File: config.mk
export PLATFORM = sky130hd
export DESIGN_NAME = pwm_ramp_ctrl
export DESIGN_NICKNAME = d
export VERILOG_FILES = /design/src/rtl/pwm_ctrl_pkg.sv /design/src/rtl/pwm_step_timer.sv /design/src/rtl/pwm_ramp_ctrl.sv
export SDC_FILE = /design/constraint.sdc
export NUM_CORES = 1
export LEC_CHECK = 0
export CORE_MARGIN = 10
export CORE_UTILIZATION = 30
export DETAILED_ROUTE_END_ITERATION = 10
export DONT_BUFFER_PORTS = 1
export PLACE_DENSITY = 0.56
export SLEW_MARGIN = 30
export SYNTH_ARGS = -nofsm -noshare
export SYNTH_HDL_FRONTEND = slang
export SYNTH_SLANG_ARGS = --single-unit
File: constraint.sdc
create_clock -name clk -period 5.4 [get_ports clk]
set_clock_uncertainty 0.15 [all_clocks]
set_input_delay 1.08 -clock clk [delete_from_list [all_inputs] [get_ports clk]]
set_output_delay 1.08 -clock clk [all_outputs]
set_load 0.05 [all_outputs]
File: src/rtl/pwm_ctrl_pkg.sv
// Shared types and helpers for the PWM ramp controller and the UART command decoder.
// Latency: none (types, constants and a pure function only).
// Backpressure: not applicable.
package pwm_ctrl_pkg;

    // Default PWM resolution and step-timer width; ramp_cmd_t is sized from these.
    localparam int PWM_R  = 8;
    localparam int PWM_TW = 32;

    typedef enum logic {
        IDLE = 1'b0,
        RAMP = 1'b1
    } ramp_state_t;

    // One ramp command: target duty (0..2^R, so R+1 bits) and step period minus one.
    typedef struct packed {
        logic [PWM_R:0]    duty;
        logic [PWM_TW-1:0] step;
    } ramp_cmd_t;

    // Full-scale duty code: 2^r means 100% on-time.
    function automatic int unsigned duty_max(input int unsigned r);
        return 32'd1 << r;
    endfunction

endpackage

File: src/rtl/pwm_step_timer.sv
// Free-running TW-bit step counter: counts 0..period_i and wraps, tick_o on the last count.
// Latency: tick_o is combinational from the count; clear takes effect on the next edge.
// Backpressure: none; clr_i has priority over en_i.
module pwm_step_timer #(
    parameter int TW = 32
) (
    input  logic          clk,
    input  logic          rst,
    input  logic          clr_i,
    input  logic          en_i,
    input  logic [TW-1:0] period_i,
    output logic          tick_o
);

    logic [TW-1:0] cnt_q;

    assign tick_o = en_i && (cnt_q == period_i);

    // Count while enabled, wrap to zero after the terminal count, restart on clear.
    always_ff @(posedge clk or posedge rst) begin
        if (rst) begin
            cnt_q <= '0;
        end else if (clr_i) begin
            cnt_q <= '0;
        end else if (en_i) begin
            cnt_q <= tick_o ? '0 : cnt_q + 1'b1;
        end
    end

endmodule

File: src/rtl/pwm_ramp_ctrl.sv
// Duty sequencer for the PWM core: ramps duty one LSB per step period toward a commanded target, pulses done.
// Latency: first duty change step+1 cycles after accept; an N-LSB ramp takes N*(step+1) cycles.
// Backpressure: cmd_ready only in IDLE; with PWM_RAMP_QUEUE_EN defined a one-entry buffer accepts a command mid-ramp.
module pwm_ramp_ctrl
    import pwm_ctrl_pkg::*;
#(
    parameter int R  = PWM_R,
    parameter int TW = PWM_TW
) (
    input  logic          clk,
    input  logic          rst,
    input  logic          cmd_valid,
    output logic          cmd_ready,
    input  logic [R:0]    cmd_duty,
    input  logic [TW-1:0] cmd_step,
    input  logic          abort,
    output logic [R:0]    duty,
    output logic          busy,
    output logic          done
);

    localparam logic [R:0] DMAX = (R+1)'(duty_max(R));

    ramp_state_t   state_q;
    logic [R:0]    duty_q;
    logic [R:0]    tgt_q;
    logic [TW-1:0] step_q;
    logic          done_q;

    logic          tick;
    logic          accept;
    ramp_cmd_t     in_cmd;
    ramp_cmd_t     load_cmd_d;
    logic          load_vld_d;
    logic [R:0]    duty_step_d;
    logic          fin_d;

`ifdef PWM_RAMP_QUEUE_EN
    logic          buf_vld_q;
    ramp_cmd_t     buf_q;
    logic          pend_vld_d;

    assign cmd_ready = !buf_vld_q;
`else
    assign cmd_ready = (state_q == IDLE);
`endif

    assign accept = cmd_valid && cmd_ready;
    assign duty   = duty_q;
    assign busy   = (state_q == RAMP);
    assign done   = done_q;

    // Clamp the incoming target, compute the next duty step and decide whether a command loads this cycle.
    always_comb begin
        in_cmd.duty = (cmd_duty > DMAX) ? DMAX : cmd_duty;
        in_cmd.step = cmd_step;
        duty_step_d = (tgt_q > duty_q) ? duty_q + 1'b1 : duty_q - 1'b1;
        fin_d       = (state_q == RAMP) && !abort && tick && (duty_step_d == tgt_q);
        load_vld_d  = 1'b0;
        load_cmd_d  = in_cmd;
`ifdef PWM_RAMP_QUEUE_EN
        // A buffered command takes precedence over the port; the port cannot accept while it is full.
        pend_vld_d = buf_vld_q || accept;
        load_cmd_d = buf_vld_q ? buf_q : in_cmd;
        if (state_q == IDLE) begin
            // Hold a buffered no-move command one cycle after a done so each command gets a distinct pulse.
            load_vld_d = pend_vld_d && !(buf_vld_q && done_q);
        end else begin
            // Chain straight into the next ramp only if it actually moves; otherwise let IDLE pulse its done.
            load_vld_d = fin_d && pend_vld_d && (load_cmd_d.duty != duty_step_d);
        end
`else
        load_vld_d = (state_q == IDLE) && accept;
`endif
    end

    pwm_step_timer #(
        .TW(TW)
    ) u_step_timer (
        .clk      (clk),
        .rst      (rst),
        .clr_i    (load_vld_d),
        .en_i     (state_q == RAMP),
        .period_i (step_q),
        .tick_o   (tick)
    );

    // Ramp FSM: latch commands, step duty on each tick, stop and pulse done at the target, stop silently on abort.
    always_ff @(posedge clk or posedge rst) begin
        if (rst) begin
            state_q <= IDLE;
            duty_q  <= '0;
            tgt_q   <= '0;
            step_q  <= '0;
            done_q  <= 1'b0;
        end else begin
            done_q <= 1'b0;
            case (state_q)
                IDLE: begin
                    if (load_vld_d) begin
                        tgt_q  <= load_cmd_d.duty;
                        step_q <= load_cmd_d.step;
                        if (load_cmd_d.duty == duty_q) begin
                            done_q <= 1'b1;
                        end else begin
                            state_q <= RAMP;
                        end
                    end
                end
                RAMP: begin
                    if (abort) begin
                        state_q <= IDLE;
                    end else if (tick) begin
                        duty_q <= duty_step_d;
                        if (fin_d) begin
                            done_q <= 1'b1;
                            if (load_vld_d) begin
                                tgt_q  <= load_cmd_d.duty;
                                step_q <= load_cmd_d.step;
                            end else begin
                                state_q <= IDLE;
                            end
                        end
                    end
                end
                default: state_q <= IDLE;
            endcase
        end
    end

`ifdef PWM_RAMP_QUEUE_EN
    // One-entry buffer: filled by a mid-ramp accept, drained when loaded, flushed by abort (including a same-cycle accept).
    always_ff @(posedge clk or posedge rst) begin
        if (rst) begin
            buf_vld_q <= 1'b0;
            buf_q     <= '0;
        end else if ((state_q == RAMP) && abort) begin
            buf_vld_q <= 1'b0;
        end else if (load_vld_d && buf_vld_q) begin
            buf_vld_q <= 1'b0;
        end else if ((state_q == RAMP) && accept && !load_vld_d) begin
            buf_vld_q <= 1'b1;
            buf_q     <= in_cmd;
        end
    end
`endif

endmodule

==> Word level (Yosys, flattened, before mapping) <==
Index checks and enable logic that the tools add are counted.
{ "word_totals": {"ff_bits": 84, "word_cells": 57} }
{ "classes": {"add_sub_neg": 3, "n_lt_le_gt_ge": 2, "eq_ne": 6, "n_mux": 28, "bitwise_logic": 2, "reduce_logical": 10} }
{ "ops": {"columns": ["op", "count"], "rows": [
  ["32-bit 2-to-1 mux", 7],
  ["32-bit one-hot mux with 2 select lines", 1],
  ["9-bit 2-to-1 mux", 6],
  ["32-bit by 1-bit adder with 32-bit output, second input constant", 1],
  ["32-bit == test", 1],
  ["9-bit == test", 2],
  ["9-bit one-hot mux with 2 select lines", 1],
  ["1-bit 2-to-1 mux", 11],
  ["9-bit by 1-bit adder with 9-bit output, second input constant", 1],
  ["9-bit greater-than comparator", 1],
  ["9-bit greater-than comparator, second input constant", 1],
  ["9-bit by 1-bit subtractor with 9-bit output, second input constant", 1],
  ["1-bit logical AND", 6],
  ["3-bit AND reduction", 2],
  ["2-bit by 1-bit inequality test with 1-bit output, second input constant", 2],
  ["1-bit one-hot mux with 2 select lines", 2],
  ["2-bit inequality test, second input constant", 1],
  ["1-bit inverter", 2],
  ["2-bit nonzero test", 1],
  ["1-bit logical NOT", 1]
]} }

==> Depth between registers and ports, before layout <==
Gate-level depths: netlist of run 1.
{ "depth": {"ltp_word": 8, "mapped_depth": 15, "depth_no_buf": 14} }

==> Hierarchy <==
Synthesis of run 1 repeated with hierarchy kept, for this count alone.
{ "hier_totals": {"cells_unflattened": 606, "hier_area_um2": 5202.5} }
{ "by_module_without_submodules": {"columns": ["mod", "n_inst", "cells_per_inst", "area_each_um2", "seq_area_each_um2"], "rows": [
  ["pwm_ramp_ctrl", 1, 338, 2915.3, 1301.2],
  ["pwm_step_timer", 1, 268, 2287.2, 800.8]
]} }

==> Worst setup path before layout of run 1 <==
OpenSTA, ideal clock, no wires.
{ "synth_timing": {"path_type": "register -> register", "startpoint": "register duty_q[2] (netlist: duty[2])", "endpoint": "register state_q (netlist: busy)", "arrival_time_ns": 4.148, "required_time_ns": 5.126, "path_slack_ns": 0.978, "path_stages_with_launch": 15, "synth_period_minus_slack_ns": 4.422, "cell_sequence": "dfrtp_1 > inv_1 > ha_1 > a21o_1 > a21o_1 > a2111oi_1 > nor2_1 > inv_1 > ha_1 > and3b_1 > or4_1 > a31o_2 > a21o_1 > nand4bb_1 > o31a_1"} }
{ "synth_between": {"elab_chain_cells": 8} }
{ "synth_rtl": {"columns": ["item", "line", "rtl"], "rows": [
  ["from (decl)", "pwm_ramp_ctrl.sv:25", "logic [R:0] duty_q;"],
  ["from (signal assigned)", "pwm_ramp_ctrl.sv:114", "duty_q <= duty_step_d;"],
  ["9-bit by 1-bit subtractor with 9-bit output, or another cell as far along", "pwm_ramp_ctrl.sv:57", "duty_step_d = (tgt_q > duty_q) ? duty_q + 1'b1 : duty_q - 1'b1;"],
  ["9-bit 2-to-1 mux", "pwm_ramp_ctrl.sv:57", null],
  ["9-bit == test", "pwm_ramp_ctrl.sv:58", "fin_d = (state_q == RAMP) && !abort && tick && (duty_step_d == tgt_q);"],
  ["1-bit logical AND", "pwm_ramp_ctrl.sv:58", null],
  ["1-bit 2-to-1 mux", "pwm_ramp_ctrl.sv:115", "if (fin_d) begin"],
  ["1-bit 2-to-1 mux", "pwm_ramp_ctrl.sv:113", "end else if (tick) begin"],
  ["1-bit 2-to-1 mux", "pwm_ramp_ctrl.sv:111", "if (abort) begin"],
  ["1-bit one-hot mux with 2 select lines *", "pwm_ramp_ctrl.sv:98", "case (state_q)"],
  ["to (signal assigned)", "pwm_ramp_ctrl.sv:106", "state_q <= RAMP;"],
  ["to (signal assigned)", "pwm_ramp_ctrl.sv:112", "state_q <= IDLE;"],
  ["to (signal assigned)", "pwm_ramp_ctrl.sv:121", "state_q <= IDLE;"],
  ["to (decl)", "pwm_ramp_ctrl.sv:24", "ramp_state_t state_q;"]
]} }
Mark *: on every way between the ends. The rest lies on a longest branch, timed or not.
A chain may end at the register's enable or synchronous reset.

==> Worst setup path after layout of run 1 <==
{ "layout_timing": {"startpoint": "register duty_q[1] (netlist: duty[1])", "endpoint": "register state_q (netlist: busy)"} }
The elaborated chain is that of the path after synthesis.

==> results of run 1 <==
[power breakdown]
group | leakage [uW] | internal (uW) | switching, uW | total (uW)
logic | 0.00134 | 128 | 175 | 303
registers | 0.00107 | 701 | 78.1 | 780
clock network | 0.000156 | 421 | 262 | 683
[routing by layer]
layer,track usage,up-vias,wire [um]
met1,0.162,2012,6330
li1,-,1999,-
met3,0.0209,17,533
met2,0.188,101,6210
met4,0.0582,0,335
met5,0,-,0
[tightest hold or removal path, cell delays in order (launching register included)]
cell and delay, ns:
dfrtp_1 0.36, nand2_1 0.05, nand2_1 0.05
[final timing paths]
path / start / endpoint / slack [ns] / depth (start not counted)
worst max-delay path: duty[1] / busy / 0.41 / 14
worst min register to register: step_q[9] / step_q[9] / 0.35 / 2
worst min-delay path: step_q[9] / step_q[9] / 0.35 / 2
max in group asynchronous: rst / step_q[13] / 3.50 / 2
worst max register to register: duty[1] / busy / 0.41 / 14
min in group asynchronous: rst / tgt_q[0] / 0.57 / 1
[sequential cells by signal, indices dropped and copies added, names as in the netlist]
register,cells
duty,9
done,1
step_q,32
tgt_q,9
busy,1
u_step_timer.cnt_q,32
[metrics by stage]
stage               cells  setup slack [ns]
global route          795            0.0374
detailed placement    778             0.532
finish                795             0.411
floorplan             577             0.978
CTS                   794             0.502
global placement      778             0.705
[area by class of cell]
class / instances / share of cell area
multi-input cells: 448 / 0.503
flip-flops and latches: 84 / 0.365
well taps: 220 / 0.0478
clock buffers: 10 / 0.0415
clock inverters: 6 / 0.0161
repair buffers: 8 / 0.0139
inverters: 19 / 0.0126
[cell usage in the layout (no fill, tap or decap), types with 7 or more instances in the layout]
master	synthesis	routed
nand2_1	139	139
dfrtp_1	84	84
nand2b_1	10	10
buf_4	1	7
and3_1	7	7
xnor2_1	44	44
nor2_1	20	20
ha_1	19	19
a21o_1	13	13
clkbuf_16	0	9
a21oi_1	20	20
o21ai_0	23	23
nand3_1	19	19
nand3b_1	8	8
nand4_1	17	17
inv_1	19	18
a22o_1	10	10
mux2i_1	17	17
[cell families (layout without fill, tap and decap cells)]
family / Yosys count / in the layout
simple gates: 255 / 255
flops: 84 / 84
compound gates: 103 / 103
fa+ha+maj: 20 / 20
xor+xnor: 50 / 50
mux: 20 / 20
buf+inv: 45 / 43
==> reports/summary.log, run 1 <==
[status] status finished, final reports clean
[die] height of the die 151 um
[routing] count of routing violations after the opening detailed-route iteration 239
[place] placed wire-length estimate after detailed placement 9950 um
[yosys] top-count cell post-synth nand2_1
[layout] total area of sequential cells 2100 um2
[power] power density relative to cell area 307 nW/um2
[worst_setup_path] cell family with most CP delay compound AO/OA/AOI/OAI gates
[die] area enclosed by the die boundary 22900 um2
[min_path] worst hold path class reg2reg
[clock_tree] setup fix buffers added after clock tree synthesis 0
[clock_tree] number of buffers between clock root and the deepest sink 2
[yosys] fraction of the mapped netlist area in compound gates 0.133
[sta] count of final setup violators 0
[sta] smallest hold slack 0.345 ns
[sta] Final Max Tran Viols 0
[worst_setup_path] Crit Path Class reg2reg
[clock_tree] hold bufs inserted after CTS 0
[die] Std-Cell Rows 47
[layout] NumNets Final 635
[die] core area 16700 um2
[place] Routability Congestion 0.840
[yosys] post-synthesis average cell area 8.95 um2
[sta] number of failing hold endpoints at the final stage 0
[worst_setup_path] critical path, cell by cell inv_1 > ha_1 > a21o_1 > a21o_1 > a2111oi_1 > nor2_1 > inv_1 > ha_1 > a21oi_1 > nor3_1 > or4_1 > a2111oi_0 > nand4bb_1 > o31a_1
[sta] peak clock frequency supported by timing 0.200 GHz
[clock_tree] Skew-Pair Late Insertion Delay 0.35 ns
[clock_tree] number of resized instances in the post-cts repair step 0
[routing] number of remaining DRC errors 0
[sta] Tightest Pin Transition 0.918 ns
[sta] setup repair after global routing missed its margin false
[clock_tree] clock tree root buffer cell clkbuf_16
[yosys] most area-consuming cells after synthesis dfrtp_1, nand2_1, xnor2_1
[routing] Routed wire per std cell 16.9 um
[worst_setup_path] longest individual stage delay on the worst path 0.72 ns
[yosys] share of the synthesized netlist area taken by xor and xnor gates 0.0916
[clock_tree] Clk pin slew, worst setup/hold paths 0.07 ns
[power] leakage power figure 0.00256 uW
[power] largest vdd supply drop 0.000135 V
[yosys] number of distinct library cells after synthesis 60
[global_route] sum of overflow across all layers after global routing 0
[worst_setup_path] Max FO, Critical Path 9
[power] overall power after layout 1770 uW
[worst_setup_path] Critical Path Slowest Stage Cell dfrtp_1
[yosys] number of enable flip-flop cells after synthesis 0
[yosys] Synth async-reset ratio 1.00
[yosys] net count after synthesis 642
[die] total I/O pin count 57
[routing] vias post-DR 4129
[die] die width 151 um
[yosys] area share of and/or/nand/nor cells after synthesis 0.244
[yosys] Post-Synth Adder-Cell Area 0.0499
[yosys] leading area contributor after synthesis dfrtp_1
[layout] fraction of final layout cells with drive strength greater than 1 0.0678
[layout] multi-input logic area 2900 um2
[yosys] Synth top area share 0.407
[flow_run] number of violations of the max-capacitance limit 0
[routing] first-pass iteration count of the detailed router 4
[clock_tree] CTS Buf Count 9
[layout] n_diodes 0
[layout] final core utilization 0.345
[clock_tree] clock tree sinks 84
[layout] synth-to-layout area growth 11.5%
[yosys] dominant combinational cell family by area after synthesis simple AND/OR/NAND/NOR gates
[sta] Fin Setup TNS 0 ns
[worst_setup_path] startpoint type of the worst setup path register
[clock_tree] # H-tree levels 3
[yosys] gate count after technology mapping 577
[routing] detailed-route wire length 13400 um
[place] placed cell areas 5400 um2
[yosys] count of synthesis-stage warnings from yosys 0
[layout] summed area of non-filler cells in the final layout 5760 um2
[global_route] total global routing track utilization 0.122
[global_route] pin count of the biggest net entering global routing 44
[yosys] sequential fraction of the synthesis area 0.407
[sta] post-route fraction of the period consumed by the critical path 0.924
[die] starting density of the core 0.309
[global_route] wire length of the first global-routing pass 22000 um
[clock_tree] TritonCTS clock tree built
[global_route] via count of the first global-routing pass 4069
[place] IO Port Bufs 0
[routing] Avg Vias per Cell 5.19
[layout] filler cell count in the final layout 1721
[worst_setup_path] Required @ worst endpoint 5.48 ns
[global_route] number of antenna violations at the first check in global routing 0
[yosys] synth cell count leaders nand2_1, dfrtp_1, xnor2_1
[yosys] most used flip-flop cell after synthesis dfrtp_1
[worst_setup_path] critical path endpoint category register
[yosys] Post-Synthesis Cell Area 5160 um2
[sta] minimum clock period 4.99 ns
[yosys] multiplexer fraction of the synthesized cell area 0.0395
[yosys] register bit count reported by yosys 84
[routing] antenna viol nets, final 0
[worst_setup_path] data arrival time of the critical path 5.07 ns
[sta] worst slew margin relative to its limit 0.387
[worst_setup_path] CP Buf/Inv Count 2
No activity file was read; power rests on OpenSTA's default activity.
==> run 2: changes to the inputs <==
--- a/config.mk
+++ b/config.mk
@@ -5,7 +5,7 @@
 export SDC_FILE = /design/constraint.sdc
 export NUM_CORES = 1
 export LEC_CHECK = 0
-export CORE_MARGIN = 10
+export CORE_MARGIN = 3
 export CORE_UTILIZATION = 30
 export DETAILED_ROUTE_END_ITERATION = 10
 export DONT_BUFFER_PORTS = 1
==> run 2 against run 1 <==
- sequential power about the same
- die area shrank 18%
- clock power shrank 8.2%
- setup slack gained 0.052 ns
- non-clock buffer count grew 1
- first-iteration DRC count grew 31%
- register-to-register slack improved by 0.05 ns
- cell count increased by 0.13%
- critical path type unchanged
- largest cell class unchanged
==> reports/summary.log, run 2 (synthesized netlist as in run 1, its figures left out) <==
[die] area enclosed by the die boundary 18800 um2
[sta] Final Max Tran Viols 0
[routing] met1 wire length 6370 um
[sta] minimum clock period 4.94 ns
[sta] Fin Setup TNS 0 ns
[routing] Avg Vias per Cell 5.16
[global_route] total global routing track utilization 0.146
[clock_tree] hold bufs inserted after CTS 0
[routing] vias post-DR 4107
[sta] setup repair after global routing missed its margin false
[worst_setup_path] critical path, cell by cell inv_1 > ha_1 > a21oi_1 > o21ai_0 > a2111oi_1 > nor2_1 > inv_1 > ha_1 > a21oi_1 > nor3_1 > or4_1 > a2111oi_0 > nand4bb_1 > o31a_1
[routing] Routed wire per std cell 16.5 um
[clock_tree] setup fix buffers added after clock tree synthesis 0
[routing] count of routing violations after the opening detailed-route iteration 314
[place] setup slack after placement 0.513 ns
[sta] number of failing hold endpoints at the final stage 0
[clock_tree] number of buffers between clock root and the deepest sink 2
[status] status finished, final reports clean
[worst_setup_path] critical path endpoint category register
[layout] commonest non-fill, non-tap cell in the layout nand2_1
[layout] fraction of final layout cells with drive strength greater than 1 0.0677
[layout] commonest cells after routing, fill and taps aside nand2_1, dfrtp_1, xnor2_1, o21ai_0
[worst_setup_path] startpoint type of the worst setup path register
[place] placed wire-length estimate after detailed placement 9680 um
[layout] n_diodes 0
[global_route] pin count of the biggest net entering global routing 47
[die] Std-Cell Rows 47
[place] Routability Congestion 0.873
[die] height of the die 137 um
[global_route] number of antenna violations at the first check in global routing 0
[clock_tree] Skew-Pair Late Insertion Delay 0.35 ns
[worst_setup_path] Required @ worst endpoint 5.48 ns
[die] core area 16700 um2
[power] power density relative to cell area 298 nW/um2
[clock_tree] CTS Buf Count 9
[clock_tree] number of resized instances in the post-cts repair step 0
[die] starting density of the core 0.309
[global_route] sum of overflow across all layers after global routing 0
[layout] Top Registers step_q (32), u_step_timer.cnt_q (32)
[worst_setup_path] longest individual stage delay on the worst path 0.70 ns
[sta] count of final setup violators 0
[clock_tree] # H-tree levels 3
[routing] antenna viol nets, final 0
[worst_setup_path] data arrival time of the critical path 5.02 ns
[clock_tree] Clk pin slew, worst setup/hold paths 0.06 ns
[sta] post-layout worst setup margin 0.463 ns
[clock_tree] clock tree root buffer cell clkbuf_16
[clock_tree] TritonCTS clock tree built
[routing] highest routed metal layer met4
[layout] NumNets Final 636
[worst_setup_path] Crit Path Class reg2reg
[power] leakage power figure 0.00256 uW
[clock_tree] clock tree sinks 84
[power] largest vdd supply drop 0.000146 V
[routing] detailed-route wire length 13100 um
[sta] peak clock frequency supported by timing 0.203 GHz
[worst_setup_path] Max FO, Critical Path 9
[global_route] wire length of the first global-routing pass 21200 um
[routing] WL met3 610 um
[routing] first-pass iteration count of the detailed router 5
[sta] post-route fraction of the period consumed by the critical path 0.914
[worst_setup_path] Critical Path Slowest Stage Cell dfrtp_1
[global_route] via count of the first global-routing pass 3927
[place] IO Port Bufs 0
[sta] worst slew margin relative to its limit 0.436
[layout] synth-to-layout area growth 11.1%
[die] die width 137 um
[min_path] worst hold path class reg2reg
[routing] total length of routed met2 wires 5880 um
[layout] filler cell count in the final layout 1732
[die] total I/O pin count 57
[sta] Tightest Pin Transition 0.845 ns
[flow_run] number of violations of the max-capacitance limit 0
[routing] number of remaining DRC errors 0
## run 2: critical path, delay by kind of cell (launching register included)
family / cells / cell delay [ns]
AO/OA/AOI/OAI: 6 / 1.86
buffers and inverters: 2 / 0.44
AND/OR/NAND/NOR: 4 / 0.90
adder cells (fa/ha/maj): 2 / 0.77
flip-flops: 1 / 0.70
## run 2: final cells by class
type | count | area, um2 | share of cell area
Clock buffer | 11 | 243 | 0.0423
Clock inverter | 5 | 61.3 | 0.0107
Inverter | 19 | 72.6 | 0.0126
Multi-Input combinational cell | 448 | 2900 | 0.505
Sequential cell | 84 | 2100 | 0.366
Tap cell | 220 | 275 | 0.0480
Timing Repair Buffer | 9 | 87.6 | 0.0153
## run 2: stage by stage
stage / area [um2] / std cells / hold WS, ns / total power, uW / util
finish: 5740 / 796 / 0.351 / 1710 / 0.344
global route: 5740 / 796 / 0.383 / 1810 / 0.344
CTS: 5710 / 795 / 0.354 / 1730 / 0.342
detailed placement: 5410 / 779 / 0.338 / 1090 / 0.324
global placement: 5410 / 779 / 0.342 / 1080 / 0.324
floorplan: 5160 / 577 / 0.317 / 1000 / -
## run 2: path summary, 6_finish.rpt
| kind | startpoint | end | slack [ns] | cells past startpoint |
|---|---|---|---|---|
| worst max-delay path | duty[8] | busy | 0.46 | 14 |
| worst min-delay path | step_q[13] | step_q[13] | 0.35 | 2 |
| worst max register to register | duty[8] | busy | 0.46 | 14 |
| worst min register to register | step_q[13] | step_q[13] | 0.35 | 2 |
| max in group asynchronous | rst | u_step_timer.cnt_q[7] | 3.48 | 2 |
| min in group asynchronous | rst | tgt_q[0] | 0.56 | 1 |
## run 2: report_power, final
part	internal [uW]	switching [uW]
Sequential	702	79.1
Combinational	128	173
Clock	373	255
## run 2: per-layer routing
metal / vias up / GRT usage
li1: 2005 / -
met1: 1981 / 0.216
met2: 105 / 0.213
met3: 16 / 0.0325
met4: 0 / 0.0427
met5: - / 0
==> run 3: changes to the inputs <==
--- a/config.mk
+++ b/config.mk
@@ -5,6 +5,7 @@
 export SDC_FILE = /design/constraint.sdc
 export NUM_CORES = 1
 export LEC_CHECK = 0
+export ABC_AREA = 1
 export CORE_MARGIN = 3
 export CORE_UTILIZATION = 30
 export DETAILED_ROUTE_END_ITERATION = 10
==> run 3 against run 2 <==
- die area rose by 2.6%
- synthesized cell count increased by 25%
- critical path depth increased by 5
- clock power increased by 9.6%
- highest routed layer unchanged
==> reports/summary.log, run 3 <==
[layout] filler cell count in the final layout 1821
[global_route] wire length of the first global-routing pass 22700 um
[yosys] sequential fraction of the synthesis area 0.396
[die] die width 139 um
[die] height of the die 139 um
[yosys] multiplexer fraction of the synthesized cell area 0
[global_route] via count of the first global-routing pass 4467
[worst_setup_path] critical register-to-register path startpoint duty[8]
[sta] Final Max Tran Viols 0
[yosys] register bit count reported by yosys 84
[yosys] number of enable flip-flop cells after synthesis 0
[min_path] worst hold path class reg2reg
[yosys] synth cell count leaders nand2_1, dfrtp_1, inv_1
[routing] Avg Vias per Cell 4.70
[flow_run] number of violations of the max-capacitance limit 0
[clock_tree] clock tree sinks 84
[worst_setup_path] most prevalent standard cell on the critical path nand2_1
[yosys] dominant combinational cell family by area after synthesis simple AND/OR/NAND/NOR gates
[clock_tree] CTS Buf Count 9
[routing] highest routed metal layer met4
[yosys] most used flip-flop cell after synthesis dfrtp_1
[sta] minimum clock period 4.04 ns
[layout] fraction of final layout cells with drive strength greater than 1 0.0637
[min_path] hold-critical path depth 2
[layout] NumNets Final 783
[power] leakage power figure 0.00266 uW
[layout] commonest non-fill, non-tap cell in the layout nand2_1
[worst_setup_path] register-to-register setup slack 1.36 ns
[clock_tree] clock tree root buffer cell clkbuf_16
[layout] commonest cells after routing, fill and taps aside nand2_1, dfrtp_1, inv_1, nor2_1, o21ai_0
[routing] number of remaining DRC errors 0
[yosys] Post-Synth Adder-Cell Area 0.0486
[die] total I/O pin count 57
[global_route] total global routing track utilization 0.145
[worst_setup_path] longest individual stage delay on the worst path 0.71 ns
[routing] WL met3 551 um
[clock_tree] hold bufs inserted after CTS 0
[global_route] pin count of the biggest net entering global routing 54
[routing] first-pass iteration count of the detailed router 4
[clock_tree] setup fix buffers added after clock tree synthesis 0
[yosys] Synth async-reset ratio 1.00
[routing] Routed wire per std cell 14.2 um
[clock_tree] number of buffers between clock root and the deepest sink 2
[clock_tree] # H-tree levels 3
[sta] peak clock frequency supported by timing 0.247 GHz
[yosys] most area-consuming cells after synthesis dfrtp_1, nand2_1, inv_1
[routing] vias post-DR 4431
[die] core area 16900 um2
[min_path] Hold EP step_q[11]
[place] Routability Congestion 0.918
[die] Std-Cell Rows 47
[yosys] count of synthesis-stage warnings from yosys 0
[yosys] top-count cell post-synth nand2_1
[routing] antenna viol nets, final 0
[power] power density relative to cell area 309 nW/um2
[sta] worst slew margin relative to its limit 0.447
[yosys] leading area contributor after synthesis dfrtp_1
[worst_setup_path] Worst Reg-to-Reg Cells 19
[yosys] number of distinct library cells after synthesis 43
[routing] met1 wire length 6450 um
[worst_setup_path] data arrival time of the critical path 4.13 ns
[worst_setup_path] critical path, cell by cell inv_1 > ha_1 > nand2_1 > nor3_1 > nand2_1 > nand3_1 > nand2_1 > ha_1 > a21oi_1 > nand2_1 > a21oi_2 > o21ai_0 > or2_1 > nand3_1 > nand2_1 > nor2_1 > nand2_1 > nand3_1 > nand2_1
[sta] Tightest Pin Transition 0.828 ns
[place] placed wire-length estimate after detailed placement 10000 um
[layout] multi-input logic area 2820 um2
[worst_setup_path] RR Endpoint busy
[layout] total area of sequential cells 2100 um2
[worst_setup_path] Max FO, Critical Path 11
[worst_setup_path] startpoint type of the worst setup path register
[yosys] Post-Synthesis Cell Area 5300 um2
[power] overall power after layout 1820 uW
[yosys] post-synthesis average cell area 7.37 um2
[sta] post-route fraction of the period consumed by the critical path 0.748
[routing] total length of routed met2 wires 6160 um
[sta] setup repair after global routing missed its margin false
[die] starting density of the core 0.313
[sta] number of failing hold endpoints at the final stage 0
[layout] Top Registers step_q (32), u_step_timer.cnt_q (32)
[global_route] sum of overflow across all layers after global routing 0
[sta] count of final setup violators 0
[yosys] area share of and/or/nand/nor cells after synthesis 0.311
[layout] n_diodes 0
[clock_tree] TritonCTS clock tree built
[clock_tree] Skew-Pair Late Insertion Delay 0.35 ns
[yosys] Synth top area share 0.396
[yosys] net count after synthesis 784
[die] area enclosed by the die boundary 19300 um2
[sta] Fin Setup TNS 0 ns
[place] IO Port Bufs 0
[yosys] share of the synthesized netlist area taken by xor and xnor gates 0.0694
[worst_setup_path] Critical Path Slowest Stage Cell dfrtp_1
[routing] detailed-route wire length 13400 um
[layout] synth-to-layout area growth 10.7%
[status] status finished, final reports clean
[yosys] gate count after technology mapping 719
[clock_tree] Clk pin slew, worst setup/hold paths 0.06 ns
[worst_setup_path] Crit Path Class reg2reg
[routing] count of routing violations after the opening detailed-route iteration 257
[clock_tree] number of resized instances in the post-cts repair step 0
[global_route] number of antenna violations at the first check in global routing 0
[worst_setup_path] critical path endpoint category register
[min_path] start point of the worst min-delay path step_q[11]
[power] largest vdd supply drop 0.000160 V
[worst_setup_path] Required @ worst endpoint 5.48 ns
[yosys] fraction of the mapped netlist area in compound gates 0.103
## run 3: worst max path at each step
| stage | from | to | slack, ns | depth (start not counted) |
|---|---|---|---|---|
| 6_report | duty[8] | busy | 1.36 | 19 |
| 5_1_grt | duty[8] | busy | 0.98 | 19 |
| 4_1_cts | duty[8] | busy | 1.37 | 19 |
| 3_5_place_dp | duty[8] | busy | 1.40 | 19 |
| 3_3_place_gp | duty[8] | busy | 1.45 | 19 |
| 2_1_floorplan | duty[8] | busy | 1.84 | 19 |
## run 3: critical path: cells and delay by family (launching register included)
kind	cells	cell delay, ns
AOI/OAI and AO/OA	3	0.54
adders and majority gates	2	0.81
buffers and inverters	1	0.16
DFF	1	0.71
and+or+nand+nor	13	1.57
## run 3: logic make-up (layout without fill, tap and decap cells)
| logic type | Yosys count | in the layout |
|---|---|---|
| DFF | 84 | 84 |
| adders and majority gates | 20 | 20 |
| AOI/OAI and AO/OA | 99 | 99 |
| xor gates and xnor gates | 42 | 42 |
| buffers and inverters | 100 | 103 |
| and+or+nand+nor | 374 | 374 |
## run 3: per-layer routing
| metal | track usage | vias to the layer above |
|---|---|---|
| met3 | 0.0355 | 19 |
| met1 | 0.193 | 2027 |
| met4 | 0.0427 | 0 |
| met2 | 0.236 | 76 |
| li1 | - | 2309 |
| met5 | 0 | - |
## run 3: area by class of cell
cell class              instances  area share
multi-input cells             535       0.480
inverters                      85      0.0552
clock inverters                 4      0.0124
clock buffers                  11      0.0431
repair buffers                  3     0.00384
flip-flops and latches         84       0.358
well taps                     220      0.0469
## run 3: metrics by stage
| stage | cells | instance area, um2 | setup slack [ns] | hold slack [ns] | utilization |
|---|---|---|---|---|---|
| floorplan | 719 | 5300 | 1.84 | 0.319 | - |
| global placement | 927 | 5540 | 1.45 | 0.335 | 0.327 |
| detailed placement | 927 | 5540 | 1.40 | 0.338 | 0.327 |
| CTS | 942 | 5870 | 1.37 | 0.355 | 0.347 |
| global route | 942 | 5870 | 0.981 | 0.375 | 0.347 |
| finish | 942 | 5870 | 1.36 | 0.348 | 0.347 |
## run 3: where the power goes
group	switching, uW	leakage (uW)	internal, uW	total [uW]
combinational	227	0.00141	134	361
sequential	66.2	0.00108	701	767
clock	260	0.000158	427	687
total	553	0.00266	1260	1820
